===== src/rtl/cordic_input_standardizer_pipe.sv =====
// CORDIC front end: folds each (x, y) sample into the first quadrant with a q*90deg
// clockwise pre-rotation, reports q, and registers the result behind a valid/ready stage.
module cordic_input_standardizer_pipe #(
  parameter int DATA_W  = 16,
  parameter int ANGLE_W = 15,
  parameter int TAG_W   = 4
) (
  input  logic               clk,
  input  logic               rst,
  input  logic               in_valid,
  output logic               in_ready,
  input  logic               in_mode,
  input  logic [DATA_W-1:0]  x_in,
  input  logic [DATA_W-1:0]  y_in,
  input  logic [ANGLE_W:0]   theta_in,
  input  logic [TAG_W-1:0]   tag_in,
  output logic               out_valid,
  input  logic               out_ready,
  output logic [DATA_W-1:0]  x_out,
  output logic [DATA_W-1:0]  y_out,
  output logic [ANGLE_W-3:0] theta_out,
  output logic [1:0]         quadrant,
  output logic               mode_out,
  output logic [TAG_W-1:0]   tag_out,
  output logic               sat_out
);

  localparam logic [DATA_W-1:0] S_MIN = {1'b1, {(DATA_W-1){1'b0}}};
  localparam logic [DATA_W-1:0] S_MAX = {1'b0, {(DATA_W-1){1'b1}}};

  logic [ANGLE_W-1:0] angle;
  logic               x_neg;
  logic               y_neg;
  logic               x_min;
  logic               y_min;
  logic [DATA_W-1:0]  x_ngt;
  logic [DATA_W-1:0]  y_ngt;
  logic [1:0]         q_nxt;
  logic [DATA_W-1:0]  x_nxt;
  logic [DATA_W-1:0]  y_nxt;
  logic [ANGLE_W-3:0] theta_nxt;
  logic               sat_nxt;
  logic               accept;

  // Handshake: a beat moves when valid && ready on either side. The single output
  // register may reload in the same cycle it is drained, so in_ready looks through
  // to out_ready and the stage sustains one beat per cycle.
  assign in_ready = !out_valid || out_ready;
  assign accept   = in_valid && in_ready;

  // The MSB of theta_in only matters as a wrap bit, so a full turn folds to 0.
  assign angle = theta_in[ANGLE_W-1:0];

  assign x_neg = x_in[DATA_W-1];
  assign y_neg = y_in[DATA_W-1];
  assign x_min = (x_in == S_MIN);
  assign y_min = (y_in == S_MIN);
  assign x_ngt = x_min ? S_MAX : -x_in;
  assign y_ngt = y_min ? S_MAX : -y_in;

  always_comb begin
    q_nxt     = 2'd0;
    x_nxt     = x_in;
    y_nxt     = y_in;
    theta_nxt = '0;
    sat_nxt   = 1'b0;
    if (in_mode) begin
      // Sign-derived quadrant: upper bit is y<0, lower bit distinguishes q1/q3.
      q_nxt = {y_neg, x_neg ^ y_neg};
    end else begin
      q_nxt     = angle[ANGLE_W-1:ANGLE_W-2];
      theta_nxt = angle[ANGLE_W-3:0];
    end
    case (q_nxt)
      2'd0: begin
        x_nxt = x_in;
        y_nxt = y_in;
      end
      2'd1: begin
        x_nxt   = y_in;
        y_nxt   = x_ngt;
        sat_nxt = x_min;
      end
      2'd2: begin
        x_nxt   = x_ngt;
        y_nxt   = y_ngt;
        sat_nxt = x_min || y_min;
      end
      default: begin
        x_nxt   = y_ngt;
        y_nxt   = x_in;
        sat_nxt = y_min;
      end
    endcase
  end

  always_ff @(posedge clk) begin
    if (rst) begin
      out_valid <= 1'b0;
      x_out     <= '0;
      y_out     <= '0;
      theta_out <= '0;
      quadrant  <= '0;
      mode_out  <= 1'b0;
      tag_out   <= '0;
      sat_out   <= 1'b0;
    end else if (accept) begin
      out_valid <= 1'b1;
      x_out     <= x_nxt;
      y_out     <= y_nxt;
      theta_out <= theta_nxt;
      quadrant  <= q_nxt;
      mode_out  <= in_mode;
      tag_out   <= tag_in;
      sat_out   <= sat_nxt;
    end else if (out_ready) begin
      out_valid <= 1'b0;
    end
  end

endmodule


===== config.mk =====
export PLATFORM = sky130hd
export DESIGN_NAME = cordic_input_standardizer_pipe
export DESIGN_NICKNAME = d
export VERILOG_FILES = /design/src/rtl/cordic_input_standardizer_pipe.sv
export SDC_FILE = /design/constraint.sdc
export NUM_CORES = 1
export LEC_CHECK = 0
export ABC_AREA = 1
export BUFFER_PORTS_ARGS = -buffer_cell sky130_fd_sc_hd__buf_2
export CAP_MARGIN = 20
export CELL_PAD_IN_SITES_DETAIL_PLACEMENT = 0
export CELL_PAD_IN_SITES_GLOBAL_PLACEMENT = 2
export CORE_MARGIN = 2
export CORE_UTILIZATION = 26
export DETAILED_ROUTE_END_ITERATION = 12
export GPL_ROUTABILITY_DRIVEN = 0
export PLACE_DENSITY = 0.81
export SYNTH_ARGS = -nofsm -noshare
export SYNTH_HDL_FRONTEND = slang
export SYNTH_SLANG_ARGS = --single-unit

===== constraint.sdc =====
create_clock -name clk -period 1.8 [get_ports clk]
set_input_delay 0.27 -clock clk [delete_from_list [all_inputs] [get_ports clk]]
set_output_delay 0.27 -clock clk [all_outputs]
set_load 0.005 [all_outputs]

==> results.toml, run 1 <==
[floorplan]
dieArea_um2 = 15800
rows = 44
die_h_um = 126
start_util_pct = 26.5
fp.coreArea_um2 = 14500
dieWidth_um = 126
ios = 112

[final_layout]
n_antenna_cell = 0
final_cell_mix = "199 x nand2_1, 110 x buf_2, 65 x nor2_1"
num-fill-cells = 1607
layout_commonest_cell = "nand2_1"
nNetsFinal = 831
syn_to_final_growth_pct = 32.1
layout-drive-gt1-share_pct = 25.1

[route]
vias_per_cell = 4.79
antenna_left = 0
dr.pass1.iters = 5
routedWlPerCell_um = 14.8
drtIter0Drc = 302
drt_wl_total_um = 14200
via_count = 4583
route.detailed.drc = 0

[yosys]
synth_ff_type = "dfxtp_1"
synth.largest_area_cell = "dfxtp_1"
ys_seq_elements = 54
synth_edf_count = 0
synthDistinctLibCells = 35
seq_area_frac_synth_pct = 28.1
syn-instance-count = 638
synth_top_area_share_pct = 28.1
yosysWarningCount = 0
synthesis.nets = 697
syn_area_per_cell_um2 = 6.02
synth_area_leaders = "dfxtp_1 28%, nand2_1 19%, o21ai_0 7.6%, nand3_1 6.5%, nor2_1 6.3%"
synth_area_um2 = 3840
async_reset_ff_share_pct = 0

[clock_network]
root_buffer = "clkbuf_16"
cts_resized = 0
h-tree-depth = 2
numCtsBuffers = 5
postCtsSetupBuffers = 0
clock-sinks = 54
hold_buffers = 0
clk_path_buf_depth = 2
tritoncts = "yes"
clkLatencyLatePin_ns = 0.30
clk_pin_slew_worst_paths_ns = 0.07

[pwr]
finalPower_uw = 3500
powerDensity_nw_per_um2 = 690
leakagePower_uw = 0.00257
ir_drop_uv = 351

[placement]
post-dp-hpwl_um = 11100
io_buffers = 110
place_ws_ns = -0.0266

[worst_setup_path]
cp_max_fo = 6
startpoint_type = "primary input"
worstSetupEndpointType = "flop"
crit_arrival_ns = 1.68
critical_path_class = "in -> reg"
required_ns = 1.97

[timing]
fin_skew_ns = 0.00917
setup_viol = 0
finalHoldViolCount = 0
fmax_mhz = 662
final.setup.worst_slack_ns = 0.289
max_slew_margin_pct = 69.9
period_needed_ns = 1.51
whs_ns = 0.213
grt_setup_unrepaired = "no"
maxSlewViolCount = 0
period_share_pct = 83.9
tightest_slew_ns = 0.452

[status]
status = "completed"

[grt]
grt_use_total_pct = 18.2
grt_first_pass_wirelength_um = 23200
overflow = 0
grt_pass1_vias = 4580
grt_max_degree = 48
antenna_found_initial = 0

[run]
drv_cap = 0

[min_path]
hold_class = "in -> reg"
## power breakdown
part	total (uW)	internal, uW	switching (uW)
Combinational	997	404	594
Clock	1180	701	478
Sequential	1330	1290	42.0
Total	3500	2390	1110
## final timing paths
| path | startpoint | to | slack (ns) | cells past startpoint |
|---|---|---|---|---|
| worst min-delay path | theta_in[7] | theta_out[7] | 0.21 | 3 |
| worst min register to register | y_out[0] | y_out[0] | 0.46 | 2 |
| worst max register to register | out_valid | theta_out[1] | 0.43 | 7 |
| worst max-delay path | y_in[0] | x_out[11] | 0.29 | 10 |
## through the flow
step | setup TNS [ns] | utilization [%] | std cells | area, um2
floorplan | 0 | - | 638 | 3840
global placement | -0.00476 | 33.8 | 949 | 4900
detailed placement | -0.0266 | 33.8 | 949 | 4900
CTS | 0 | 35.1 | 957 | 5080
global route | 0 | 35.1 | 957 | 5080
finish | 0 | 35.1 | 957 | 5080
## worst max-delay path, stage by stage
cell and delay, ns:
buf_2 0.11, inv_1 0.07, buf_4 0.11, nand3_1 0.15, nor2_2 0.32, nand2_1 0.08, nand2_1 0.06, nand3_1 0.08
o21ai_1 0.32, a21oi_1 0.11
## logic make-up after synthesis
logic type | Yosys count | share of synthesized area [%]
AO/OA/AOI/OAI | 134 | 19.3
flip-flops | 54 | 28.1
buffers and inverters | 94 | 11.1
XOR/XNOR | 8 | 1.82
adder cells (fa/ha/maj) | 2 | 0.651
AND/OR/NAND/NOR | 346 | 38.9
## cell usage after synthesis, types with 2 or more instances
library cell,number
buf_2,6
o21ai_0,58
ha_1,2
nand2_2,5
inv_1,55
clkbuf_1,12
a22oi_1,12
o211ai_1,7
a21oi_2,2
buf_1,2
dfxtp_1,54
xor2_1,8
o21ai_1,21
buf_4,5
inv_2,6
nor3_1,3
nand2_1,199
a21oi_1,30
nor2_2,2
nand3_1,50
nor2_1,65
nand4_1,12
nor2_4,5
buf_6,6
## routing by layer
layer / GRT usage [%] / part of all wire, %
met1: 24.1 / 46
met2: 29.8 / 46
met3: 3.51 / 5.6
met4: 6.01 / 2.2
met5: 0 / 0
## registers in the layout (all words and copies together) (netlist names)
register   count
x_out         16
y_out         16
theta_out     13
tag_out        4
quadrant       2
mode_out       1
out_valid      1
sat_out        1
## cell type report
cell class / count / area [um2] / area share (%)
clock buffers: 6 / 139 / 2.74
flip-flops and latches: 54 / 1080 / 21.3
repair buffers: 159 / 1020 / 20.1
clock inverters: 2 / 38.8 / 0.764
multi-input cells: 490 / 2330 / 46.0
inverters: 62 / 235 / 4.63
well taps: 184 / 230 / 4.53
No activity file was read; power rests on OpenSTA's default activity.
==> run 2: changes to the inputs <==
--- a/config.mk
+++ b/config.mk
@@ -5,16 +5,16 @@
 export SDC_FILE = /design/constraint.sdc
 export NUM_CORES = 1
 export LEC_CHECK = 0
-export ABC_AREA = 1
+export ABC_AREA = 0
 export BUFFER_PORTS_ARGS = -buffer_cell sky130_fd_sc_hd__buf_2
 export CAP_MARGIN = 20
 export CELL_PAD_IN_SITES_DETAIL_PLACEMENT = 0
 export CELL_PAD_IN_SITES_GLOBAL_PLACEMENT = 2
 export CORE_MARGIN = 2
-export CORE_UTILIZATION = 26
+export CORE_UTILIZATION = 28
 export DETAILED_ROUTE_END_ITERATION = 12
 export GPL_ROUTABILITY_DRIVEN = 0
-export PLACE_DENSITY = 0.81
+export PLACE_DENSITY = 0.82
 export SYNTH_ARGS = -nofsm -noshare
 export SYNTH_HDL_FRONTEND = slang
 export SYNTH_SLANG_ARGS = --single-unit
==> constraint.sdc (replaced) <==
create_clock -name clk -period 1.5 [get_ports clk]
set_input_delay 0.225 -clock clk [delete_from_list [all_inputs] [get_ports clk]]
set_output_delay 0.225 -clock clk [all_outputs]
set_load 0.005 [all_outputs]
==> results.toml, run 2 <==
[pwr]
ir_drop_uv = 394
leakagePower_uw = 0.00288
finalPower_uw = 4660
powerDensity_nw_per_um2 = 689

[yosys]
synthDistinctLibCells = 61
synth.most_common_cell = "nand2_1"
ys_seq_elements = 54
synth_area_um2 = 3780
synth_edf_count = 0
syn-instance-count = 528
synth_top_area_share_pct = 28.6
synth.largest_area_cell = "dfxtp_1"
synth_area_leaders = "dfxtp_1 29%, a21oi_1 8.3%, nand2_1 7.3%, o21ai_0 7.0%, nor2_1 4.3%"
async_reset_ff_share_pct = 0
seq_area_frac_synth_pct = 28.6
yosysWarningCount = 0
synth_commonest_cells = "74 x nand2_1, 63 x a21oi_1, 54 x dfxtp_1"
syn_area_per_cell_um2 = 7.16
synthesis.nets = 587
synth_ff_type = "dfxtp_1"

[final_layout]
syn_to_final_growth_pct = 78.6
final_cell_mix = "146 x buf_4, 99 x buf_2, 66 x nand2_1"
largestRegisters = "x_out x16, y_out x16, theta_out x13"
fin_cells = 950
final_core_util_pct = 51.0
final_area_um2 = 6760
seqCellArea_um2 = 1080
layout_commonest_cell = "buf_4"
nNetsFinal = 832
n_antenna_cell = 0
multi_input_area_um2 = 3200
num-fill-cells = 1301
layout-drive-gt1-share_pct = 52.5

[route]
drt_wl_total_um = 17900
drtIter0Drc = 405
routedWlPerCell_um = 18.8
route.detailed.drc = 0
via_count = 5261
antenna_left = 0
dr.pass1.iters = 7
vias_per_cell = 5.54

[floorplan]
dieWidth_um = 120
start_util_pct = 28.6
rows = 42
dieArea_um2 = 14500
die_h_um = 120
fp.coreArea_um2 = 13200
ios = 112

[placement]
post-dp-hpwl_um = 13500
dpl.cell_count = 917
dpl-instance-area_um2 = 5730
place_ws_ns = -0.663
io_buffers = 110

[worst_setup_path]
required_ns = 1.71
cp_max_fo = 4
crit_arrival_ns = 1.98
worstSetupEndpointType = "flop"
critical_path_class = "in -> reg"
startpoint_type = "primary input"

[timing]
period_share_pct = 118
fmax_mhz = 565
final.setup.worst_slack_ns = -0.270
setup_viol = 27
grt_setup_unrepaired = "yes"
period_needed_ns = 1.77
tightest_slew_ns = 0.424
fin_skew_ns = 0.0115
maxSlewViolCount = 0
max_slew_margin_pct = 71.5
finalHoldViolCount = 0

[run]
drv_cap = 0

[grt]
grt_pass1_vias = 5031
grt_first_pass_wirelength_um = 27100
grt_use_total_pct = 23.8
grt_max_degree = 23
antenna_found_initial = 0
overflow = 0

[clock_network]
clkLatencyLatePin_ns = 0.32
clk_path_buf_depth = 2
numCtsBuffers = 5
tritoncts = "yes"
clk_pin_slew_worst_paths_ns = 0.08
h-tree-depth = 2
root_buffer = "clkbuf_16"
clock-sinks = 54

[min_path]
hold_class = "in -> reg"

[status]
violations = "negative setup slack"
status = "finished, violations left"
run 2: cell types whose count changed in the layout (fill, tap and decap cells not counted), moves of 10 or more:
cell      delta
inv_1       -53
buf_6       +27
nor2_1      -31
buf_2       -11
nand2_1    -133
a21oi_1     +19
nand3b_1    +13
buf_4      +105
o21ai_0     -37
nand3_1     -44
nand4_1     -10
run 2: worst max-delay path: stages:
cell and delay, ns:
buf_6 0.10, or4_4 0.61, nor4_4 0.35, xor2_1 0.18
o21ai_1 0.08, a222oi_1 0.31, a21oi_1 0.12
run 2: cell families after synthesis:
family	after synthesis	synth area share, %
buffers and inverters	49	5.62
muxes	3	0.827
adders and majority gates	2	0.661
DFF	54	28.6
xor gates and xnor gates	17	3.94
and+or+nand+nor	219	30.4
AOI/OAI and AO/OA	184	30.0
run 2: final timing paths:
path             start         end  slack (ns)  cells past startpoint
min reg2reg   x_out[6]    x_out[6]        0.44                      2
min          tag_in[0]  tag_out[0]        0.14                      3
max            x_in[6]   y_out[15]       -0.27                      7
max reg2reg  out_valid    y_out[8]        0.05                      7
run 2: power by group:
group,switching [uW],internal [uW]
Combinational,864,749
Sequential,58.1,1540
Clock,643,803
run 2: layout make-up:
cell class | count | share of cell area, %
Inverter | 6 | 0.481
Tap cell | 176 | 3.26
Clock buffer | 5 | 1.85
Multi-Input combinational cell | 425 | 47.3
Sequential cell | 54 | 16.0
Timing Repair Buffer | 281 | 30.4
Clock inverter | 3 | 0.704
run 2: routing by layer:
| metal | share of wire, % | GRT usage (%) |
|---|---|---|
| met1 | 43 | 32.9 |
| met2 | 45 | 37.5 |
| met5 | 0 | 0 |
| met4 | 2.8 | 7.49 |
| met3 | 8.6 | 4.72 |
run 2: timing repair:
action / 4_1_cts / 5_1_grt
buffers inserted: 16 / 12
pin swaps: 46 / 52
gates resized for setup: 82 / 85
hold buffers: 0 / 0
endpoints found under the setup margin: 33 / 34
run 2: per-stage QoR:
stage,setup TNS [ns],hold WS [ns]
2_1_floorplan,-7.29,0.354
3_3_place_gp,-16.34,0.433
3_5_place_dp,-17.01,0.435
4_1_cts,-2.67,0.143
5_1_grt,-4.79,0.143
6_report,-3.07,0.143
==> run 3: changes to the inputs <==
--- a/config.mk
+++ b/config.mk
@@ -10,11 +10,13 @@
 export CAP_MARGIN = 20
 export CELL_PAD_IN_SITES_DETAIL_PLACEMENT = 0
 export CELL_PAD_IN_SITES_GLOBAL_PLACEMENT = 2
+export CORE_ASPECT_RATIO = 1.4
 export CORE_MARGIN = 2
-export CORE_UTILIZATION = 28
+export CORE_UTILIZATION = 29
+export CTS_BUF_LIST = sky130_fd_sc_hd__clkbuf_8
 export DETAILED_ROUTE_END_ITERATION = 12
 export GPL_ROUTABILITY_DRIVEN = 0
-export PLACE_DENSITY = 0.82
+export PLACE_DENSITY = 0.84
 export SYNTH_ARGS = -nofsm -noshare
 export SYNTH_HDL_FRONTEND = slang
 export SYNTH_SLANG_ARGS = --single-unit
==> results.toml, run 3 (synthesis results as in run 2) <==
[route]
antenna_left = 0
vias_per_cell = 5.62
dr.pass1.iters = 5
via_count = 5287
drtIter0Drc = 265
routedWlPerCell_um = 19.4
drt_wl_total_um = 18300
route.detailed.drc = 0

[final_layout]
num-fill-cells = 1187
nNetsFinal = 845
syn_to_final_growth_pct = 80.6
layout_commonest_cell = "buf_4"
seqCellArea_um2 = 1080
final_cell_mix = "150 x buf_4, 102 x buf_2, 68 x nand2_1"
n_antenna_cell = 0
layout-drive-gt1-share_pct = 53.6
fin_cells = 940
largestRegisters = "x_out x16, y_out x16, theta_out x13"
multi_input_area_um2 = 3220

[placement]
io_buffers = 110
place_ws_ns = -0.726
dpl.cell_count = 896
post-dp-hpwl_um = 13400

[min_path]
hold_path_startpoint = "tag_in[1]"
min_to = "tag_out[1]"
hold_depth = 3
hold_class = "in -> reg"

[timing]
finalHoldViolCount = 0
maxSlewViolCount = 0
final.setup.worst_slack_ns = -0.225
tightest_slew_ns = 0.462
period_needed_ns = 1.72
fmax_mhz = 580
fin_skew_ns = 0.0105
max_slew_margin_pct = 68.9
grt_setup_unrepaired = "yes"
setup_viol = 31
period_share_pct = 115

[clock_network]
h-tree-depth = 2
clkLatencyLatePin_ns = 0.33
clk_pin_slew_worst_paths_ns = 0.11
numCtsBuffers = 5
tritoncts = "yes"
clk_path_buf_depth = 2
root_buffer = "clkbuf_8"
clock-sinks = 54

[grt]
grt_first_pass_wirelength_um = 26800
overflow = 0
grt_max_degree = 38
grt_pass1_vias = 5118
grt_use_total_pct = 24.8
antenna_found_initial = 0

[worst_setup_path]
r2r-end = "x_out[10]"
rr_worst_depth = 6
worstSetupEndpointType = "flop"
required_ns = 1.77
r2r_slack_ns = -0.05
cp_max_fo = 3
critical_path_class = "in -> reg"
crit_arrival_ns = 2.00
reg2reg_from = "out_valid"
startpoint_type = "primary input"

[floorplan]
rows = 49
dieArea_um2 = 14000
start_util_pct = 29.5
fp.coreArea_um2 = 12800
dieWidth_um = 101
die_h_um = 139
ios = 112

[status]
status = "finished, violations left"
violations = "negative setup slack"

[pwr]
finalPower_uw = 4500
ir_drop_uv = 351
leakagePower_uw = 0.00297
powerDensity_nw_per_um2 = 659

[run]
drv_cap = 0
==> run 3: cell count changes in the layout (fill, tap and decap cells not counted), sizes merged <==
cell	previous run	this run
bufinv	1	2
buf	280	294
inv	8	6
==> run 3: worst max-delay path by stage <==
stage | slack, ns | cells past startpoint | endpoint | start
2_1_floorplan | -0.47 | 8 | y_out[15] | x_in[4]
3_3_place_gp | -0.73 | 8 | y_out[13] | y_in[0]
3_5_place_dp | -0.73 | 8 | y_out[13] | y_in[0]
4_1_cts | -0.22 | 7 | y_out[15] | x_in[5]
5_1_grt | -0.30 | 9 | x_out[10] | y_in[0]
6_report | -0.22 | 9 | x_out[10] | y_in[1]
==> run 3: what timing repair did <==
| action | CTS | global route |
|---|---|---|
| hold buffers | 0 | 0 |
| setup buffers | 28 | 15 |
| gates resized for setup | 109 | 70 |
| gates cloned | 1 | 0 |
| endpoints found under the setup margin | 33 | 52 |
| pin swaps | 61 | 51 |
==> run 3: metal layers <==
metal	share of wire (%)	GRT usage, %	routed length (um)
met1	37	26.1	6700
met2	50	43.6	9090
met3	5.6	3.48	1020
met4	8.0	18.8	1470
met5	0	0	0
==> run 3: final cells by class <==
cell class              count  share of cell area (%)
well taps                 153                    2.80
repair buffers            294                    31.7
inverters                   6                   0.476
flip-flops and latches     54                    15.8
multi-input cells         425                    47.2
clock inverters             2                   0.879
clock buffers               6                    1.21
==> run 3: report_power, final <==
| group | internal [uW] | switching (uW) |
|---|---|---|
| registers | 1540 | 60.6 |
| clock network | 712 | 536 |
| logic | 770 | 885 |
| total | 3020 | 1480 |
==> run 3: critical path: stages <==
cell and delay [ns]:
buf_8 0.10, inv_4 0.05, ha_4 0.13, or4b_4 0.50, nor4_4 0.18, nor2_1 0.09
a2111oi_2 0.42, o21ai_2 0.16, o21ai_1 0.14
==> run 3: through the flow <==
step	hold WS (ns)	area, um2	utilization [%]	setup TNS (ns)
final	0.133	6830	53.3	-3.57
after global routing	0.141	6830	53.3	-5.38
after detailed placement	0.434	5680	44.3	-18.64
after CTS	0.131	6460	50.5	-2.64
after global placement	0.430	5680	44.3	-16.57
after floorplan	0.354	4030	-	-7.29
